==> src/rtl/memory.sv <==
// Memory pipeline stage: registers execute results and runs the data-memory req/ack handshake.
// Optional: define MEM_MISALIGN_EN to flag and suppress misaligned half/word accesses.
module memory (
    input  logic        clk,
    input  logic        rst,
    input  logic        rd_write_e,
    input  logic [1:0]  rd_write_src_e,
    input  logic [4:0]  rd_e,
    input  logic [31:0] pc_e,
    input  logic [31:0] alu_res_e,
    input  logic        mem_read_e,
    input  logic        mem_write_e,
    input  logic [1:0]  mem_size_e,
    input  logic        mem_unsigned_e,
    input  logic [31:0] mem_write_data_e,
    output logic        stall_m,
    output logic        rd_write_m,
    output logic [1:0]  rd_write_src_m,
    output logic [4:0]  rd_m,
    output logic [31:0] pc_m,
    output logic [31:0] alu_res_m,
    output logic [31:0] mem_read_data_m,
    output logic        misalign_m,
    output logic        dmem_req,
    output logic        dmem_we,
    output logic [31:0] dmem_addr,
    output logic [3:0]  dmem_be,
    output logic [31:0] dmem_wdata,
    input  logic [31:0] dmem_rdata,
    input  logic        dmem_ack
);

    typedef enum logic {StIdle, StAccess} state_e;

    state_e      state_r, state_d;
    logic        rd_write_r;
    logic [1:0]  rd_write_src_r;
    logic [4:0]  rd_r;
    logic [31:0] pc_r;
    logic [31:0] alu_res_r;
    logic        mem_read_r;
    logic        mem_write_r;
    logic [1:0]  mem_size_r;
    logic        mem_unsigned_r;
    logic [31:0] mem_write_data_r;

    logic        misalign_e;
    logic        in_access;
    logic [1:0]  a;
    logic [3:0]  be_raw;
    logic [31:0] wdata_raw;
    logic [7:0]  byte_sel;
    logic [15:0] half_sel;
    logic [31:0] load_ext;

`ifdef MEM_MISALIGN_EN
    logic misalign_r;

    assign misalign_e = (mem_read_e | mem_write_e) &
                        (((mem_size_e == 2'b01) & alu_res_e[0]) |
                         (mem_size_e[1] & (alu_res_e[1:0] != 2'b00)));

    always_ff @(posedge clk or posedge rst) begin
        if (rst) begin
            misalign_r <= 1'b0;
        end else if (!stall_m) begin
            misalign_r <= misalign_e;
        end
    end

    assign misalign_m = misalign_r;
`else
    assign misalign_e = 1'b0;
    assign misalign_m = 1'b0;
`endif

    assign in_access = (state_r == StAccess);
    assign stall_m   = in_access & ~dmem_ack;

    // Whenever the register advances, the incoming instruction decides the next state.
    always_comb begin
        state_d = state_r;
        if (!stall_m) begin
            state_d = ((mem_read_e | mem_write_e) & ~misalign_e) ? StAccess : StIdle;
        end
    end

    always_ff @(posedge clk or posedge rst) begin
        if (rst) begin
            state_r          <= StIdle;
            rd_write_r       <= 1'b0;
            rd_write_src_r   <= 2'b00;
            rd_r             <= 5'd0;
            pc_r             <= 32'd0;
            alu_res_r        <= 32'd0;
            mem_read_r       <= 1'b0;
            mem_write_r      <= 1'b0;
            mem_size_r       <= 2'b00;
            mem_unsigned_r   <= 1'b0;
            mem_write_data_r <= 32'd0;
        end else begin
            state_r <= state_d;
            if (!stall_m) begin
                rd_write_r       <= rd_write_e;
                rd_write_src_r   <= rd_write_src_e;
                rd_r             <= rd_e;
                pc_r             <= pc_e;
                alu_res_r        <= alu_res_e;
                mem_read_r       <= mem_read_e;
                mem_write_r      <= mem_write_e;
                mem_size_r       <= mem_size_e;
                mem_unsigned_r   <= mem_unsigned_e;
                mem_write_data_r <= mem_write_data_e;
            end
        end
    end

    assign a = alu_res_r[1:0];

    always_comb begin
        be_raw    = 4'hF;
        wdata_raw = mem_write_data_r;
        case (mem_size_r)
            2'b00: begin
                be_raw    = 4'b0001 << a;
                wdata_raw = {4{mem_write_data_r[7:0]}};
            end
            2'b01: begin
                be_raw    = 4'b0011 << {a[1], 1'b0};
                wdata_raw = {2{mem_write_data_r[15:0]}};
            end
            default: begin
                be_raw    = 4'hF;
                wdata_raw = mem_write_data_r;
            end
        endcase
    end

    assign byte_sel = dmem_rdata[{a, 3'b000} +: 8];
    assign half_sel = dmem_rdata[{a[1], 4'b0000} +: 16];

    always_comb begin
        load_ext = dmem_rdata;
        case (mem_size_r)
            2'b00:   load_ext = {{24{~mem_unsigned_r & byte_sel[7]}}, byte_sel};
            2'b01:   load_ext = {{16{~mem_unsigned_r & half_sel[15]}}, half_sel};
            default: load_ext = dmem_rdata;
        endcase
    end

    // Request fields are forced to 0 outside an access so idle and reset look identical.
    assign dmem_req   = in_access;
    assign dmem_we    = in_access & mem_write_r;
    assign dmem_addr  = in_access ? {alu_res_r[31:2], 2'b00} : 32'd0;
    assign dmem_be    = in_access ? be_raw : 4'b0000;
    assign dmem_wdata = in_access ? wdata_raw : 32'd0;

    assign mem_read_data_m = (in_access & dmem_ack & mem_read_r) ? load_ext : 32'd0;

    assign rd_write_m     = rd_write_r & ~stall_m & ~misalign_m;
    assign rd_write_src_m = rd_write_src_r;
    assign rd_m           = rd_r;
    assign pc_m           = pc_r;
    assign alu_res_m      = alu_res_r;

endmodule

==> config.mk <==
export PLATFORM = sky130hd
export DESIGN_NAME = memory
export DESIGN_NICKNAME = d
export VERILOG_FILES = /design/src/rtl/memory.sv
export SDC_FILE = /design/constraint.sdc
export NUM_CORES = 1
export LEC_CHECK = 0
export CAP_MARGIN = 20
export CORE_MARGIN = 2
export CORE_UTILIZATION = 39
export DETAILED_ROUTE_END_ITERATION = 8
export HOLD_SLACK_MARGIN = 0.15
export PLACE_DENSITY = 0.92
export SYNTH_ARGS = -nofsm -noshare
export SYNTH_HDL_FRONTEND = slang
export SYNTH_SLANG_ARGS = --single-unit
==> constraint.sdc <==
create_clock -name clk -period 3.7 [get_ports clk]
set_clock_uncertainty 0.05 [all_clocks]
set_input_delay 0.37 -clock clk [delete_from_list [all_inputs] [get_ports clk]]
set_output_delay 0.37 -clock clk [all_outputs]
set_load 0.01 [all_outputs]
==> results.md <==
* Status: complete, no violations
* Width of the die at 124.6 um
* Worst r2r dst: mem_size_r[0]
* Worst min path class: in -> async
* Final Non-Filler Cells at 979
* Post-CTS Setup Bufs at 0
* FFs w/ async S/R, synth at 1.000
* Clock Pin Slew Worst Setup and Hold Paths at 80 ps
* Critical Path, Cell by Cell: buf_4 -> or2_1 -> or3_1 -> a221oi_4 -> clkdlybuf4s50_1
* Die ar. at 0.01551 mm^2
* Largest net degree at the start of global routing at 75
* Required @ worst endpoint at 3280 ps
* Top Metal Used: met5
* Reg2Reg Depth at 4
* Worst EP arrival at 2850 ps
* Synthesized cell area at 0.005668 mm^2
* Placed Cells at 961
* Post-DRT Antenna Nets at 0
* Final Hold Fails at 0
* Routability congestion estimate at 0.9654
* Final worst path period share at 0.8826
* RSZ-0062 raised after global routing: false
* Std cell rows at 44
* Reg-to-reg slack, setup at 1520 ps
* Lkg Pwr at 3.928 nW
* DR WL met2 at 9.683 mm
* Total of max-cap violations at 0
* Syn-to-layout area delta at 64.94%
* Top-count cell post-synth: dfrtp_1
* DRT Pass-1 Iters at 4
* Wire length on met3 at 1.485 mm
* Yosys reg bits at 110
* H-tree Lvls at 3
* Max Root-Sink Buffers at 2
* Nets at 932
* Share of the synthesized area in the top cell type at 0.4857
* First-pass GRT wire length at 28.52 mm
* Peak VDD IR at 0.2652 mV
* CTS tree: done
* Final-report setup violation count at 0
* Syn avg cell area at 11.71 um^2
* Cell variety after synth at 37
* Dpl hpwl at 13.94 mm
* Grt ovf at 0
* # port buffers at 316
* Initial antenna violation count at 2
* Filler Cell Count at 1053
* Vias in the first global route at 5146
* Max FO, Critical Path at 12
* # clock sinks at 110
* Final Critical Period at 3266 ps
* Worst Max-Slew Pin Slew at 706.6 ps
* Met1 wire length at 6.866 mm
* Detailed-route vias per instance at 5.039
* Vias at 4933
* Area leader, netlist: dfrtp_1
* I/O Pins at 320
* Startpoint class of the critical path: flip-flop
* Avg WL per Cell at 18.77 um
* Root Buffer: clkbuf_16
* Worst-Skew Late Latency at 340 ps
* Worst flop-to-flop path startpoint: dmem_req
* Max Clk Rate at 306.2 MHz
* Top cells by count, synth: 110 x dfrtp_1, 109 x mux2_2, 44 x nand2_1
* Dominant synthesized flop cell: dfrtp_1
* First DRT Iteration DRCs at 145
* Seq/Total Area, Yosys at 0.4857
* Max incr delay on CP at 580 ps
* CP max stage cell: clkdlybuf4s50_1
* CP Capture Type: primary output
* CTS Hold Bufs at 0
* Initial Util at 0.3945
* Core ar. at 0.01437 mm^2
* Fin. max-slew vios at 0
* Power density cells at 396.1 mW/mm^2
* Yosys warns at 0
* DRC Markers at 0
* Number of synthesized flops with an enable pin at 0
* Post-route setup TNS at 0 ps
* GRT Overall Usage at 0.2330
* Post-Syn Instances at 484
* Post-cts sizing count at 0
* Layout cells sized above 1 at 0.1892
* Area contributors post-synth: dfrtp_1 49%, mux2_2 22%, and2_1 4.4%
* Routed WL at 18.38 mm
* Crit Path Class: reg -> out
* Slew HR at 0.5272
* Total CTS buffers at 9
* Die height at 124.6 um
==> registers in the layout, indices dropped and copies added (netlist names) <==
| signal | flops |
|---|---|
| dmem_req | 1 |
| mem_unsigned_r | 1 |
| mem_write_data_r | 32 |
| rd_m | 5 |
| rd_write_src_m | 2 |
| rd_write_r | 1 |
| mem_size_r | 2 |
| pc_m | 32 |
| mem_write_r | 1 |
| alu_res_m | 32 |
| mem_read_r | 1 |
==> through the flow <==
step	hold WS [ps]	total power, mW	cell area, um^2	setup slack, ps	util
finish	393.5	3.703	9349	434.4	0.6506
global route	442.4	3.877	9346	292.1	0.6505
CTS	409.5	3.730	9344	433.5	0.6503
detailed placement	441.7	2.684	9021	707.0	0.6278
global placement	432.8	2.660	9021	754.0	0.6278
floorplan	421.2	1.967	5675	377.7	-
==> critical path, delay by kind of cell, from the launching register on <==
kind / cells / cell delay (ps)
AO/OA/AOI/OAI: 1 / 280
buffers and inverters: 2 / 840
AND/OR/NAND/NOR: 2 / 880
flip-flops: 1 / 510
==> power by group <==
| group | total [mW] | internal [mW] | switching (mW) |
|---|---|---|---|
| registers | 1.43 | 1.33 | 0.103 |
| logic | 1.22 | 0.735 | 0.489 |
| clock network | 1.04 | 0.563 | 0.482 |
==> worst max-delay path by stage <==
stage                   start                  end  cells past startpoint  slack [ps]
2_1_floorplan             rst         alu_res_m[0]                      1         380
3_3_place_gp   dmem_rdata[23]  mem_read_data_m[15]                      6         750
3_5_place_dp   dmem_rdata[23]  mem_read_data_m[16]                      7         710
4_1_cts         mem_size_r[0]  mem_read_data_m[15]                      5         430
5_1_grt         mem_size_r[0]  mem_read_data_m[15]                      5         290
6_report        mem_size_r[0]  mem_read_data_m[15]                      5         430
==> area by class of cell <==
cell class                 instances  area, um^2  area share
clock buffer                      10       239.0     0.02556
inverter                           5       21.27    0.002275
timing repair buffer             333        3316      0.3547
clock inverter                     6       83.83    0.008967
multi-input combinational        329        2700      0.2888
antenna                            2       5.005   0.0005353
sequential                       110        2754      0.2946
tap                              184       230.2     0.02463
==> placed cells by master, fill, tap and decap left out, types with 9 or more instances in the layout <==
cell             count
a21oi_1             16
dfrtp_1            109
clkdlybuf4s50_1    316
nor2b_1             11
mux2i_1             19
a21o_1              16
a21boi_0            10
mux2_2             109
nand2_1             44
clkbuf_16            9
and2_1              40
buf_4               15
==> cells by family (layout without fill, tap and decap cells) <==
logic type,Yosys count,in the layout,share of synthesized area
buffers and inverters,47,354,0.04062
flip-flops,110,110,0.4857
other,1,5,0.0006616
multiplexers,130,130,0.2547
AO/OA/AOI/OAI,70,70,0.09669
AND/OR/NAND/NOR,126,126,0.1216
==> layer usage <==
metal,up-vias,GRT usage
met1,2392,0.2643
met5,-,0
met4,2,0.07336
met3,23,0.06400
met2,223,0.4237
li1,2293,-
Power figures use the tool's default switching activity.
